File: config.mk
export PLATFORM = sky130hd
export DESIGN_NAME = tpu_run_sequencer_flat
export DESIGN_NICKNAME = d
export VERILOG_FILES = /design/src/rtl/tpu_ctrl_pkg.sv /design/src/rtl/tpu_run_sequencer_if.sv /design/src/rtl/seq_addr_gen.sv /design/src/rtl/tpu_run_sequencer.sv /design/src/flat_wrapper.sv
export SDC_FILE = /design/constraint.sdc
export NUM_CORES = 1
export LEC_CHECK = 0
export BUFFER_PORTS_ARGS = -buffer_cell sky130_fd_sc_hd__buf_4
export CAP_MARGIN = 10
export CORE_UTILIZATION = 49
export CTS_BUF_LIST = sky130_fd_sc_hd__clkbuf_16
export CTS_CLUSTER_DIAMETER = 40
export CTS_CLUSTER_SIZE = 24
export DETAILED_ROUTE_END_ITERATION = 8
export PLACE_DENSITY = 0.7
export REMOVE_ABC_BUFFERS = 1
export SLEW_MARGIN = 20
export SYNTH_ARGS = -nofsm -noshare
export SYNTH_HDL_FRONTEND = slang
export SYNTH_HIERARCHICAL = 1
export SYNTH_SLANG_ARGS = --single-unit
File: constraint.sdc
create_clock -name clk -period 4.8 [get_ports clk]
set_input_delay 0.24 -clock clk [delete_from_list [all_inputs] [get_ports clk]]
set_output_delay 0.24 -clock clk [all_outputs]
set_load 0.03 [all_outputs]
File: src/rtl/tpu_ctrl_pkg.sv
// tpu_ctrl_pkg: sequencer state encoding and the default systolic pipeline latency.
package tpu_ctrl_pkg;
    typedef enum logic [2:0] {
        IDLE   = 3'd0,
        WAIT_W = 3'd1,
        POP    = 3'd2,
        RELOAD = 3'd3,
        STREAM = 3'd4,
        DRAIN  = 3'd5,
        DONE   = 3'd6
    } state_t;
    localparam int ARRAY_DEPTH = 128;
    localparam int UB_RD_LAT = 1;
    // Skew in plus deskew out across the array, plus the UB read.
    localparam int PIPE_LAT_DEF = ARRAY_DEPTH * 2 + UB_RD_LAT;
endpackage

File: src/rtl/tpu_run_sequencer_if.sv
// tpu_run_sequencer_if: run-control pins between the host/datapath and the sequencer.
interface tpu_run_sequencer_if #(parameter int ADDRESSSIZE = 10);
    logic start, abort, fifo_empty;
    logic fifo_read_enable, we_rl, ub_valid, res_write_enable, busy, done, err;
    logic [ADDRESSSIZE-1:0] num_rows, ub_base, res_base, ub_address, res_address;
    modport master (
        output start, abort, num_rows, ub_base, res_base, fifo_empty,
        input fifo_read_enable, we_rl, ub_address, ub_valid, res_write_enable, res_address, busy, done, err
    );
    modport slave (
        input start, abort, num_rows, ub_base, res_base, fifo_empty,
        output fifo_read_enable, we_rl, ub_address, ub_valid, res_write_enable, res_address, busy, done, err
    );
endinterface

File: src/rtl/seq_addr_gen.sv
// seq_addr_gen: base-plus-offset address counter; clr loads base, en steps by one with modulo wrap.
module seq_addr_gen #(parameter int W = 10) (
    input  logic         clk,
    input  logic         rst,
    input  logic         clr,
    input  logic         en,
    input  logic [W-1:0] base,
    output logic [W-1:0] addr
);
    always_ff @(posedge clk or posedge rst)
        if (rst) addr <= '0;
        else if (clr) addr <= base;
        else if (en) addr <= addr + 1'b1;
endmodule

File: src/rtl/tpu_run_sequencer.sv
// tpu_run_sequencer: sequences one matmul pass - weight pop, reload, UB row stream, result writes.
module tpu_run_sequencer import tpu_ctrl_pkg::*; #(
    parameter int ADDRESSSIZE = 10,
    parameter int PIPE_LAT = PIPE_LAT_DEF,
    parameter int CNT_W = 12
) (
    input logic clk,
    input logic rst,
    tpu_run_sequencer_if.slave bus
);
    state_t state;
    logic [ADDRESSSIZE-1:0] rows, ub_b, res_b, ub_addr, res_addr;
    logic [CNT_W-1:0] cnt, nxt, last;
    logic ub_v, res_we, fre, rl, dn, er, busy_q, stream_end, win_nxt;
    assign nxt = cnt + 1'b1;
    assign last = CNT_W'(PIPE_LAT) + CNT_W'(rows) - 1'b1;
    assign stream_end = nxt == CNT_W'(rows);
    // Outputs are registered, so the write window is evaluated for the cycle being entered.
    assign win_nxt = nxt >= CNT_W'(PIPE_LAT) && nxt <= last;
    seq_addr_gen #(.W(ADDRESSSIZE)) u_ub (
        .clk(clk), .rst(rst), .clr(state == RELOAD), .en(ub_v), .base(ub_b), .addr(ub_addr)
    );
    seq_addr_gen #(.W(ADDRESSSIZE)) u_res (
        .clk(clk), .rst(rst), .clr(state == RELOAD), .en(res_we), .base(res_b), .addr(res_addr)
    );
    always_ff @(posedge clk or posedge rst)
        if (rst) begin
            state <= IDLE;
            rows <= '0;
            ub_b <= '0;
            res_b <= '0;
            cnt <= '0;
            {ub_v, res_we, fre, rl, dn, er, busy_q} <= '0;
        end else begin
            {fre, rl, dn, er} <= '0;
            if (state != IDLE && bus.abort) begin
                state <= IDLE;
                {ub_v, res_we, busy_q} <= '0;
            end else
                case (state)
                    IDLE: if (bus.start) begin
                        if (bus.num_rows == '0) er <= 1'b1;
                        else begin
                            rows <= bus.num_rows;
                            ub_b <= bus.ub_base;
                            res_b <= bus.res_base;
                            busy_q <= 1'b1;
                            state <= WAIT_W;
                        end
                    end
                    WAIT_W: if (!bus.fifo_empty) begin
                        fre <= 1'b1;
                        state <= POP;
                    end
                    POP: begin
                        rl <= 1'b1;
                        state <= RELOAD;
                    end
                    RELOAD: begin
                        cnt <= '0;
                        ub_v <= 1'b1;
                        state <= STREAM;
                    end
                    STREAM: begin
                        cnt <= nxt;
                        ub_v <= !stream_end;
                        res_we <= win_nxt;
                        if (stream_end) state <= DRAIN;
                    end
                    DRAIN: if (cnt == last) begin
                        res_we <= 1'b0;
                        dn <= 1'b1;
                        state <= DONE;
                    end else begin
                        cnt <= nxt;
                        res_we <= win_nxt;
                    end
                    DONE: begin
                        busy_q <= 1'b0;
                        state <= IDLE;
                    end
                    default: state <= IDLE;
                endcase
        end
    assign bus.fifo_read_enable = fre;
    assign bus.we_rl = rl;
    assign bus.ub_address = ub_addr;
    assign bus.ub_valid = ub_v;
    assign bus.res_write_enable = res_we;
    assign bus.res_address = res_addr;
    assign bus.busy = busy_q;
    assign bus.done = dn;
    assign bus.err = er;
endmodule

File: src/flat_wrapper.sv
// flat-port wrapper written by rule: the top's interface ports become plain ports
module tpu_run_sequencer_flat import tpu_ctrl_pkg::*;
#(
    parameter int ADDRESSSIZE = 10,
    parameter int PIPE_LAT = PIPE_LAT_DEF,
    parameter int CNT_W = 12
)
  (clk, rst, bus_start, bus_abort, bus_num_rows, bus_ub_base, bus_res_base, bus_fifo_empty, bus_fifo_read_enable, bus_we_rl, bus_ub_address, bus_ub_valid, bus_res_write_enable, bus_res_address, bus_busy, bus_done, bus_err);
  tpu_run_sequencer_if #(.ADDRESSSIZE(ADDRESSSIZE)) bus_i ();
  input logic clk;
  input logic rst;
  input wire logic [$bits(bus_i.start)-1:0] bus_start;
  input wire logic [$bits(bus_i.abort)-1:0] bus_abort;
  input wire logic [$bits(bus_i.num_rows)-1:0] bus_num_rows;
  input wire logic [$bits(bus_i.ub_base)-1:0] bus_ub_base;
  input wire logic [$bits(bus_i.res_base)-1:0] bus_res_base;
  input wire logic [$bits(bus_i.fifo_empty)-1:0] bus_fifo_empty;
  output wire logic [$bits(bus_i.fifo_read_enable)-1:0] bus_fifo_read_enable;
  output wire logic [$bits(bus_i.we_rl)-1:0] bus_we_rl;
  output wire logic [$bits(bus_i.ub_address)-1:0] bus_ub_address;
  output wire logic [$bits(bus_i.ub_valid)-1:0] bus_ub_valid;
  output wire logic [$bits(bus_i.res_write_enable)-1:0] bus_res_write_enable;
  output wire logic [$bits(bus_i.res_address)-1:0] bus_res_address;
  output wire logic [$bits(bus_i.busy)-1:0] bus_busy;
  output wire logic [$bits(bus_i.done)-1:0] bus_done;
  output wire logic [$bits(bus_i.err)-1:0] bus_err;
  assign bus_i.start = bus_start;
  assign bus_i.abort = bus_abort;
  assign bus_i.num_rows = bus_num_rows;
  assign bus_i.ub_base = bus_ub_base;
  assign bus_i.res_base = bus_res_base;
  assign bus_i.fifo_empty = bus_fifo_empty;
  assign bus_fifo_read_enable = bus_i.fifo_read_enable;
  assign bus_we_rl = bus_i.we_rl;
  assign bus_ub_address = bus_i.ub_address;
  assign bus_ub_valid = bus_i.ub_valid;
  assign bus_res_write_enable = bus_i.res_write_enable;
  assign bus_res_address = bus_i.res_address;
  assign bus_busy = bus_i.busy;
  assign bus_done = bus_i.done;
  assign bus_err = bus_i.err;
  tpu_run_sequencer #(.ADDRESSSIZE(ADDRESSSIZE), .PIPE_LAT(PIPE_LAT), .CNT_W(CNT_W)) u_core (.clk(clk), .rst(rst), .bus(bus_i));
endmodule
==> impl_metrics.py <==
metrics = {
    "routing": {
        "wl_per_cell_um": 15.8,
        "vias": 3209,
        "drt-pass1-iter-count": 4,
        "viasPerCell": 5.68,
        "dr.first_iter.drc_count": 118,
        "remaining_drc_errors": 0,
        "wl_um": 8960,
        "drtAntennaViolNets": 0,
    },
    "clock_network": {
        "cts_resized": 0,
        "cts-htree-levels": 3,
        "clock_sinks": 72,
        "cts_tree": "yes",
        "cts_setup_buffers": 0,
        "clkTransAtPathRegs_ps": 60,
        "clock_path_buffers": 2,
        "worst_skew_pair.late_latency_ps": 330,
        "cts_hold_buf": 1,
        "cts_root_buf": "clkbuf_16",
        "numCtsBuffers": 9,
    },
    "hold_path": {
        "hp-class": "primary input to flip-flop",
    },
    "global_routing": {
        "grt_use_total": 0.223,
        "globalRoute.totalOverflow": 0,
        "grt_pass1_wl_um": 15000,
        "antenna_found_initial": 0,
        "grt_pass1_vias": 3105,
        "grt_max_degree": 39,
    },
    "critical_path": {
        "critical_path.endpoint_type": "flip-flop",
        "setup.worst_path.class": "flip-flop to flip-flop",
        "crit_arrival_ps": 3150,
        "cp_data_required_time_ps": 5050,
        "worstSetupStartpointType": "flip-flop",
        "crit_fanout": 8,
    },
    "floorplanning": {
        "die-height_um": 93.2,
        "die_x_um": 93.2,
        "start_util": 0.516,
        "fp.coreArea_um2": 7890,
        "rows": 32,
        "ioPinCount": 62,
        "die_area_um2": 8680,
    },
    "synth": {
        "synthArstFlopShare": 1.00,
        "syn_inst": 403,
        "synth_area_um2": 4070,
        "synth_flop_cell": "dfrtp_1",
        "syn_avg_cell_area_um2": 10.1,
        "synth_top_area_cell": "dfrtp_1",
        "synth_area_leaders": "dfrtp_1 (44%), ha_1 (5.2%), mux2_1 (5.0%)",
        "yosysSeqAreaShare": 0.442,
        "synth_edf_count": 0,
        "synth_seq_cells": 72,
        "netlist.area_leader.share": 0.442,
        "yosys_warnings": 6,
        "synth_cell_types": 58,
    },
    "final_layout": {
        "fillers": 659,
        "n_antenna_cell": 0,
        "register_area_um2": 1800,
        "area_growth_pct": 19.3,
        "layout-drive-gt1-share": 0.220,
        "multi_input_area_um2": 2040,
        "layout_common_cells": "dfrtp_1 (72), buf_4 (64), nand2_1 (47)",
        "fin_area_um2": 4860,
        "finalNetCount": 510,
        "mostFrequentLayoutCell": "dfrtp_1",
    },
    "status": {
        "outcome": "complete, no violations",
    },
    "sta": {
        "period_minus_slack_ps": 2890,
        "post-route-period-util": 0.603,
        "rsz0062_at_grt": "no",
        "maxSlewHeadroom": 0.613,
        "clock.fmax_mhz": 346,
        "final_max_slew_viol_count": 0,
        "setup_tns_ps": 0,
        "fin_worst_skew_ps": 9.91,
        "setup_ws_ps": 1910,
        "finalHoldViolCount": 0,
        "worst_slew_pin_slew_ps": 580,
        "setup_violations": 0,
    },
    "power": {
        "ir_drop_mv": 0.290,
        "powerDensity_nw_per_um2": 638,
        "power_leakage_nw": 2.12,
    },
    "placement": {
        "numPortBuffers": 61,
        "pre_cts_ws_ps": 1930,
        "dp_hpwl_um": 6530,
        "place_area_um2": 4550,
        "globalplace.congestion": 0.863,
    },
    "job": {
        "drv_cap": 0,
    },
}
## layout make-up
cell class / instances / share of cell area
timing repair buffer: 65 / 0.101
tap: 102 / 0.0263
clock buffer: 9 / 0.0464
multi-input combinational: 283 / 0.420
sequential: 72 / 0.371
inverter: 27 / 0.0209
clock inverter: 7 / 0.0147
## routing by layer
layer | global-route usage | vias up | part of all wire
li1 | - | 1546 | -
met1 | 0.296 | 1563 | 0.46
met2 | 0.357 | 89 | 0.48
met3 | 0.0496 | 11 | 0.048
met4 | 0.0808 | 0 | 0.016
met5 | 0 | - | 0
## synthesized netlist by cell type, types with 4 or more instances
library cell	n
clkbuf_1	7
nor3_1	8
mux2_2	5
buf_2	4
nor2b_1	5
nand3_1	15
xnor2_1	21
o21ai_1	5
or4_1	8
nand4_1	13
o31ai_1	8
o21ai_0	21
a21oi_1	8
o211ai_1	7
nor2_1	18
nand2_1	47
buf_6	4
buf_4	4
mux2_1	18
xor2_1	9
ha_1	17
inv_1	25
dfrtp_1	72
## sequential cells by signal, indices dropped and copies added, names as in the netlist, 3 cells and up
name	flops
u_core/cnt	12
u_core/res_b	10
u_core/rows	10
u_core/u_res/addr	10
u_core/u_ub/addr	10
u_core/ub_b	10
u_core/state	3
## power breakdown
group / internal [mW] / switching, mW
sequential: 0.868 / 0.314
clock: 0.402 / 0.256
combinational: 0.568 / 0.694
## final timing paths
check	startpoint	endpoint	slack (ps)	cells after the start
min in group asynchronous	rst	u_core/u_res/addr[8]	480	3
setup / recovery	u_core/cnt[1]	u_core/bus.res_write_enable	1910	10
max in group asynchronous	rst	u_core/state[2]	3480	4
setup reg to reg	u_core/cnt[1]	u_core/bus.res_write_enable	1910	10
hold / removal	bus_fifo_empty	u_core/bus.fifo_read_enable	100	2
hold reg to reg	u_core/ub_b[8]	u_core/u_ub/addr[8]	480	2
## logic make-up after synthesis
group	after synthesis	share of synthesized area
simple gates	138	0.192
compound gates	71	0.115
flops	72	0.442
xor+xnor	31	0.0700
buf+inv	48	0.0571
fa+ha+maj	17	0.0522
mux	26	0.0709
## per-stage QoR
| step | total power [mW] | instances | utilization | hold slack, ps |
|---|---|---|---|---|
| final | 3.10 | 565 | 0.616 | 97.1 |
| after global routing | 3.31 | 565 | 0.616 | 89.4 |
| after CTS | 3.12 | 565 | 0.616 | 88.9 |
| after detailed placement | 2.44 | 548 | 0.577 | 267 |
| after global placement | 2.39 | 548 | 0.577 | 275 |
| after floorplan | 2.02 | 382 | - | 80.2 |
## worst max-delay path, cell delays in order (launching register included)
cell       delay [ps]
dfrtp_1           480
ha_1              360
nand3_2           200
nor3_1            320
xnor2_1           210
inv_1             110
ha_1              230
a211o_1           270
a2111oi_0         410
nor3_1             90
o21ai_1           130
(Power assumes the default switching activity.)
